File: config.mk
export PLATFORM = sky130hd
export DESIGN_NAME = mem_scan_reader
export DESIGN_NICKNAME = d
export VERILOG_FILES = /design/src/rtl/mem_scan_reader.sv
export SDC_FILE = /design/constraint.sdc
export NUM_CORES = 1
export LEC_CHECK = 0
export CAP_MARGIN = 20
export CORE_MARGIN = 2
export CORE_UTILIZATION = 45
export CTS_CLUSTER_DIAMETER = 200
export DETAILED_ROUTE_END_ITERATION = 7
export PLACE_DENSITY = 0.82
export SYNTH_ARGS = -nofsm -noshare
export SYNTH_HDL_FRONTEND = slang
export SYNTH_SLANG_ARGS = --single-unit
File: constraint.sdc
create_clock -name clk_2 -period 5.4 [get_ports clk_2]
set_input_delay 0.81 -clock clk_2 [delete_from_list [all_inputs] [get_ports clk_2]]
set_output_delay 0.81 -clock clk_2 [all_outputs]
set_load 0.005 [all_outputs]
File: src/rtl/mem_scan_reader.sv
// mem_scan_reader: steps through a small memory, showing each entry on a 7-segment display for DWELL cycles.
module mem_scan_reader #(
  parameter int ADDR_WIDTH = 2,
  parameter int DATA_WIDTH = 4,
  parameter int DWELL = 4
) (
  input  logic                  clk_2,
  input  logic                  reset,
  input  logic                  start,
  input  logic                  cont,
  input  logic                  hold,
  input  logic [DATA_WIDTH-1:0] rd_data,
  output logic                  rd_en,
  output logic [ADDR_WIDTH-1:0] rd_addr,
  output logic [7:0]            SEG,
  output logic [7:0]            LED,
  output logic                  done
);
  typedef enum logic [1:0] {IDLE, REQ, WAIT, SHOW} state_t;
  localparam logic [ADDR_WIDTH-1:0] LAST = '1;
  localparam logic [7:0] CNT_INIT = 8'(DWELL - 1);
  state_t state, state_nx;
  logic [ADDR_WIDTH-1:0] cur_addr, addr_nx;
  logic [7:0] cnt, cnt_nx, seg_raw;
  logic [DATA_WIDTH-1:0] shown, shown_nx;
  logic valid, valid_nx, done_nx;
  logic [3:0] digit;
  logic [1:0] addr_lo;
  always_ff @(posedge clk_2) begin
    if (reset) begin
      state <= IDLE;
      cur_addr <= '0;
      cnt <= '0;
      shown <= '0;
      valid <= 1'b0;
      done <= 1'b0;
    end else begin
      state <= state_nx;
      cur_addr <= addr_nx;
      cnt <= cnt_nx;
      shown <= shown_nx;
      valid <= valid_nx;
      done <= done_nx;
    end
  end
  always_comb begin
    state_nx = state;
    addr_nx = cur_addr;
    cnt_nx = cnt;
    shown_nx = shown;
    valid_nx = valid;
    done_nx = 1'b0;
    case (state)
      IDLE: if (start) begin
        state_nx = REQ;
        addr_nx = '0;
      end
      REQ: state_nx = WAIT;
      WAIT: begin
        shown_nx = rd_data;
        valid_nx = 1'b1;
        cnt_nx = CNT_INIT;
        state_nx = SHOW;
      end
      SHOW: if (!hold) begin
        if (cnt != '0) cnt_nx = cnt - 8'd1;
        // wrap to entry 0 falls out of the address overflow
        else if (cur_addr != LAST || cont) begin
          addr_nx = cur_addr + 1'b1;
          state_nx = REQ;
        end else begin
          state_nx = IDLE;
          done_nx = 1'b1;
        end
      end
      default: state_nx = IDLE;
    endcase
  end
  assign digit = 4'(shown);
  assign addr_lo = 2'(cur_addr);
  always_comb begin
    seg_raw = 8'h00;
    case (digit)
      4'h0: seg_raw = 8'h3F;
      4'h1: seg_raw = 8'h06;
      4'h2: seg_raw = 8'h5B;
      4'h3: seg_raw = 8'h4F;
      4'h4: seg_raw = 8'h66;
      4'h5: seg_raw = 8'h6D;
      4'h6: seg_raw = 8'h7D;
      4'h7: seg_raw = 8'h07;
      4'h8: seg_raw = 8'h7F;
      4'h9: seg_raw = 8'h6F;
      4'hA: seg_raw = 8'h77;
      4'hB: seg_raw = 8'h7C;
      4'hC: seg_raw = 8'h39;
      4'hD: seg_raw = 8'h5E;
      4'hE: seg_raw = 8'h79;
      default: seg_raw = 8'h71;
    endcase
  end
  assign rd_en = state == REQ;
  assign rd_addr = cur_addr;
  assign SEG = valid ? seg_raw : 8'h00;
  assign LED = {digit, addr_lo, state != IDLE, valid};
endmodule

==> PnR_summary.wiki <==
{| class="wikitable"
! Metric !! Value
|-
| CP arrival || 3.00 ns
|-
| Maximum frequency from static timing analysis || 364 MHz
|-
| Final Critical Period || 2.75 ns
|-
| Clk Latency, worst-skew pair || 0.31 ns
|-
| Distinct cell type count after synthesis || 42
|-
| Summed instance area of the synthesized netlist || 1430 µm²
|-
| Static Leakage || 0.000660 µW
|-
| Status || finished clean
|-
| TritonCTS Buffers || 3
|-
| Hold Buf Count CTS || 0
|-
| Hold Path Class || flip-flop to flip-flop
|-
| Antenna diode instance count || 0
|-
| Full die area || 3650 µm²
|-
| Async SR Flop Fraction || 0%
|-
| Leading post-synthesis cells by cell area || sky130_fd_sc_hd__dfxtp_1 (35%), sky130_fd_sc_hd__ha_1 (13%), sky130_fd_sc_hd__mux2i_1 (5.6%)
|-
| Worst Hold Slack || 0.502 ns
|-
| Initial cell density of the core || 47.0%
|-
| Final design utilization || 56.8%
|-
| CTS Root Buffer Type || sky130_fd_sc_hd__clkbuf_4
|-
| Std-Cell Rows || 20
|-
| Most used flip-flop cell after synthesis || sky130_fd_sc_hd__dfxtp_1
|-
| Die Width || 60.5 µm
|-
| Area inside the core boundary || 3050 µm²
|-
| Routed WL per cell || 12.1 µm
|-
| Buffer count from post-CTS setup fixing || 0
|-
| Pin count of the biggest net entering global routing || 22
|-
| DRC violations left || 0
|-
| Largest area contributor in the synthesized netlist || sky130_fd_sc_hd__dfxtp_1
|-
| DR vias/cell || 5.24
|-
| Largest fanout on the critical path || 21
|-
| IO Pins || 29
|-
| Power per cell area || 444 nW/µm²
|-
| Worst slack after detailed placement || 2.34 ns
|-
| Endpoints failing setup || 0
|-
| Worst Path Required || 5.66 ns
|-
| Worst setup path category || input pin to flip-flop
|-
| Element type at the critical path end || flip-flop
|-
| Die Y || 60.5 µm
|-
| Clock transition at the register clock pins on the worst setup and hold paths after CTS || 0.12 ns
|-
| Fraction of layout cells with a size suffix above 1 || 6.67%
|-
| Setup skew after layout || 0.0116 ns
|-
| Number of synthesized flops with an enable pin || 0
|-
| Accumulated negative setup slack || 0 ns
|-
| Worst-margin pin slew || 0.783 ns
|-
| Maximum VDD drop || 0.000189 V
|-
| Antenna violations before repair || 0
|-
| Number of standard cells after synthesis || 158
|-
| Residual overflow from global routing || 0
|-
| CTS sink cnt || 25
|-
| Setup repair after global routing missed its margin || false
|-
| Post-layout worst setup margin || 2.65 ns
|-
| Number of H-tree levels || 1
|-
| Post-synthesis sequential area ratio || 34.9%
|-
| Nature of the critical path startpoint || input pin
|-
| Buffers added on ports || 27
|-
| Sequential standard cell area || 500 µm²
|-
| Vias in the first global route || 1,093
|-
| Max-slew violation count || 0
|-
| Mean instance size in the synthesized netlist || 9.08 µm²
|-
| Post-CTS Resized || 0
|-
| Routed Wire Length || 2710 µm
|-
| Part of the cycle the worst path needs || 50.8%
|-
| Vias || 1,174
|-
| Number of warnings issued by yosys || 0
|-
| Global-route wire length before repair || 4440 µm
|-
| Antenna viol nets, final || 0
|-
| Drt first-iter violations || 32
|-
| Synthesized net count || 182
|-
| DR pass1 iterations || 5
|-
| Clock tree from TritonCTS || yes
|-
| Hold violation count in the final report || 0
|-
| Total of max-cap violations || 0
|-
| Last weighted congestion value of the routability-driven placer || 0.996
|-
| R2R setup slack || 3.03 ns
|-
| Aggregate global-route resource usage || 15.9%
|-
| Signed area change from the synthesized netlist to the final layout || 20.9%
|-
| Flip-flop and latch count after synthesis || 25
|-
| Multi-input logic area || 836 µm²
|-
| Worst-case clock buffer depth || 2
|-
| Number of nets in the layout || 205
|-
| Share of the synthesized area in the top cell type || 34.9%
|-
| Dpl hpwl || 2120 µm
|-
| Slew headroom || 47.6%
|-
| Number of inserted filler cells in the final layout || 273
|}
## path summary, 6_finish.rpt
path | endpoint | start | cells past startpoint
setup / recovery | seg_raw[3] | reset | 4
hold / removal | cnt[5] | cnt[5] | 2
setup reg to reg | seg_raw[3] | state[0] | 9
hold reg to reg | cnt[5] | cnt[5] | 2
## metal layers
layer / part of all wire, % / global-route usage, %
met1: 43 / 18.4
met2: 53 / 29.0
met3: 3.6 / 2.13
met4: 0 / 6.83
met5: 0 / 0
## through the flow
step / total power [µW] / instance area, µm² / instances
after floorplan: 571 / 1430 / 158
after global placement: 677 / 1710 / 220
after detailed placement: 695 / 1710 / 220
after CTS: 775 / 1730 / 224
after global routing: 839 / 1730 / 224
final: 769 / 1730 / 224
## cells by family after synthesis
| group | after synthesis | share of synthesized area (%) |
|---|---|---|
| muxes | 11 | 8.73 |
| and+or+nand+nor | 58 | 22.5 |
| adders and majority gates | 15 | 13.1 |
| AOI/OAI and AO/OA | 25 | 12.5 |
| DFF | 25 | 34.9 |
| xor gates and xnor gates | 2 | 1.22 |
| buffers and inverters | 21 | 6.81 |
| other | 1 | 0.262 |
## Yosys cell counts, types with 2 or more instances
cell and instances:
sky130_fd_sc_hd__inv_1 12, sky130_fd_sc_hd__nor4_1 3, sky130_fd_sc_hd__o21ai_0 2, sky130_fd_sc_hd__mux2_2 2, sky130_fd_sc_hd__clkbuf_1 2, sky130_fd_sc_hd__or4_1 2
sky130_fd_sc_hd__a31oi_1 2, sky130_fd_sc_hd__ha_1 15, sky130_fd_sc_hd__mux2i_1 8, sky130_fd_sc_hd__and2_1 8, sky130_fd_sc_hd__nor2_1 14, sky130_fd_sc_hd__nand2_1 6
sky130_fd_sc_hd__o2111ai_2 2, sky130_fd_sc_hd__a211oi_1 2, sky130_fd_sc_hd__nor3_1 3, sky130_fd_sc_hd__nand3_1 2, sky130_fd_sc_hd__buf_4 4, sky130_fd_sc_hd__dfxtp_1 25
sky130_fd_sc_hd__buf_2 3, sky130_fd_sc_hd__or2_2 2, sky130_fd_sc_hd__nand2b_1 5, sky130_fd_sc_hd__a21oi_1 8, sky130_fd_sc_hd__or3_1 5, sky130_fd_sc_hd__a221oi_1 3
## flip-flops by register name (all words and copies together), names as in the netlist
register  count
cnt           8
digit         4
rd_addr       2
done          1
valid         1
seg_raw       7
state         2
## placed cells by master, fill, tap and decap left out, types with 3 or more instances in the layout
master                             n
sky130_fd_sc_hd__a21oi_1           8
sky130_fd_sc_hd__a221oi_1          3
sky130_fd_sc_hd__and2_1            8
sky130_fd_sc_hd__clkbuf_4          3
sky130_fd_sc_hd__clkdlybuf4s50_1  27
sky130_fd_sc_hd__dfxtp_1          25
sky130_fd_sc_hd__ha_1             15
sky130_fd_sc_hd__inv_1            12
sky130_fd_sc_hd__mux2i_1           8
sky130_fd_sc_hd__nand2_1           6
sky130_fd_sc_hd__nand2b_1          5
sky130_fd_sc_hd__nor2_1           14
sky130_fd_sc_hd__nor3_1            3
sky130_fd_sc_hd__nor4_1            3
sky130_fd_sc_hd__or3_1             5
## where the power goes
group          leakage [µW]  switching [µW]  internal, µW
registers          0.000204            43.5           238
clock network     0.0000150            50.9          28.8
logic              0.000441             208           200
total              0.000660             302           467
## layout make-up
type	instances	area share, %
clock buffers	4	1.52
repair buffers	27	15.6
well taps	44	3.18
inverters	12	2.60
flip-flops and latches	25	28.9
multi-input cells	112	48.2
## worst max-delay path: stages
cell	delay (ns)
sky130_fd_sc_hd__clkdlybuf4s50_1	0.76
sky130_fd_sc_hd__nor2_1	0.78
sky130_fd_sc_hd__mux4_2	0.58
sky130_fd_sc_hd__inv_1	0.06
No activity file was read; power rests on OpenSTA's default activity.
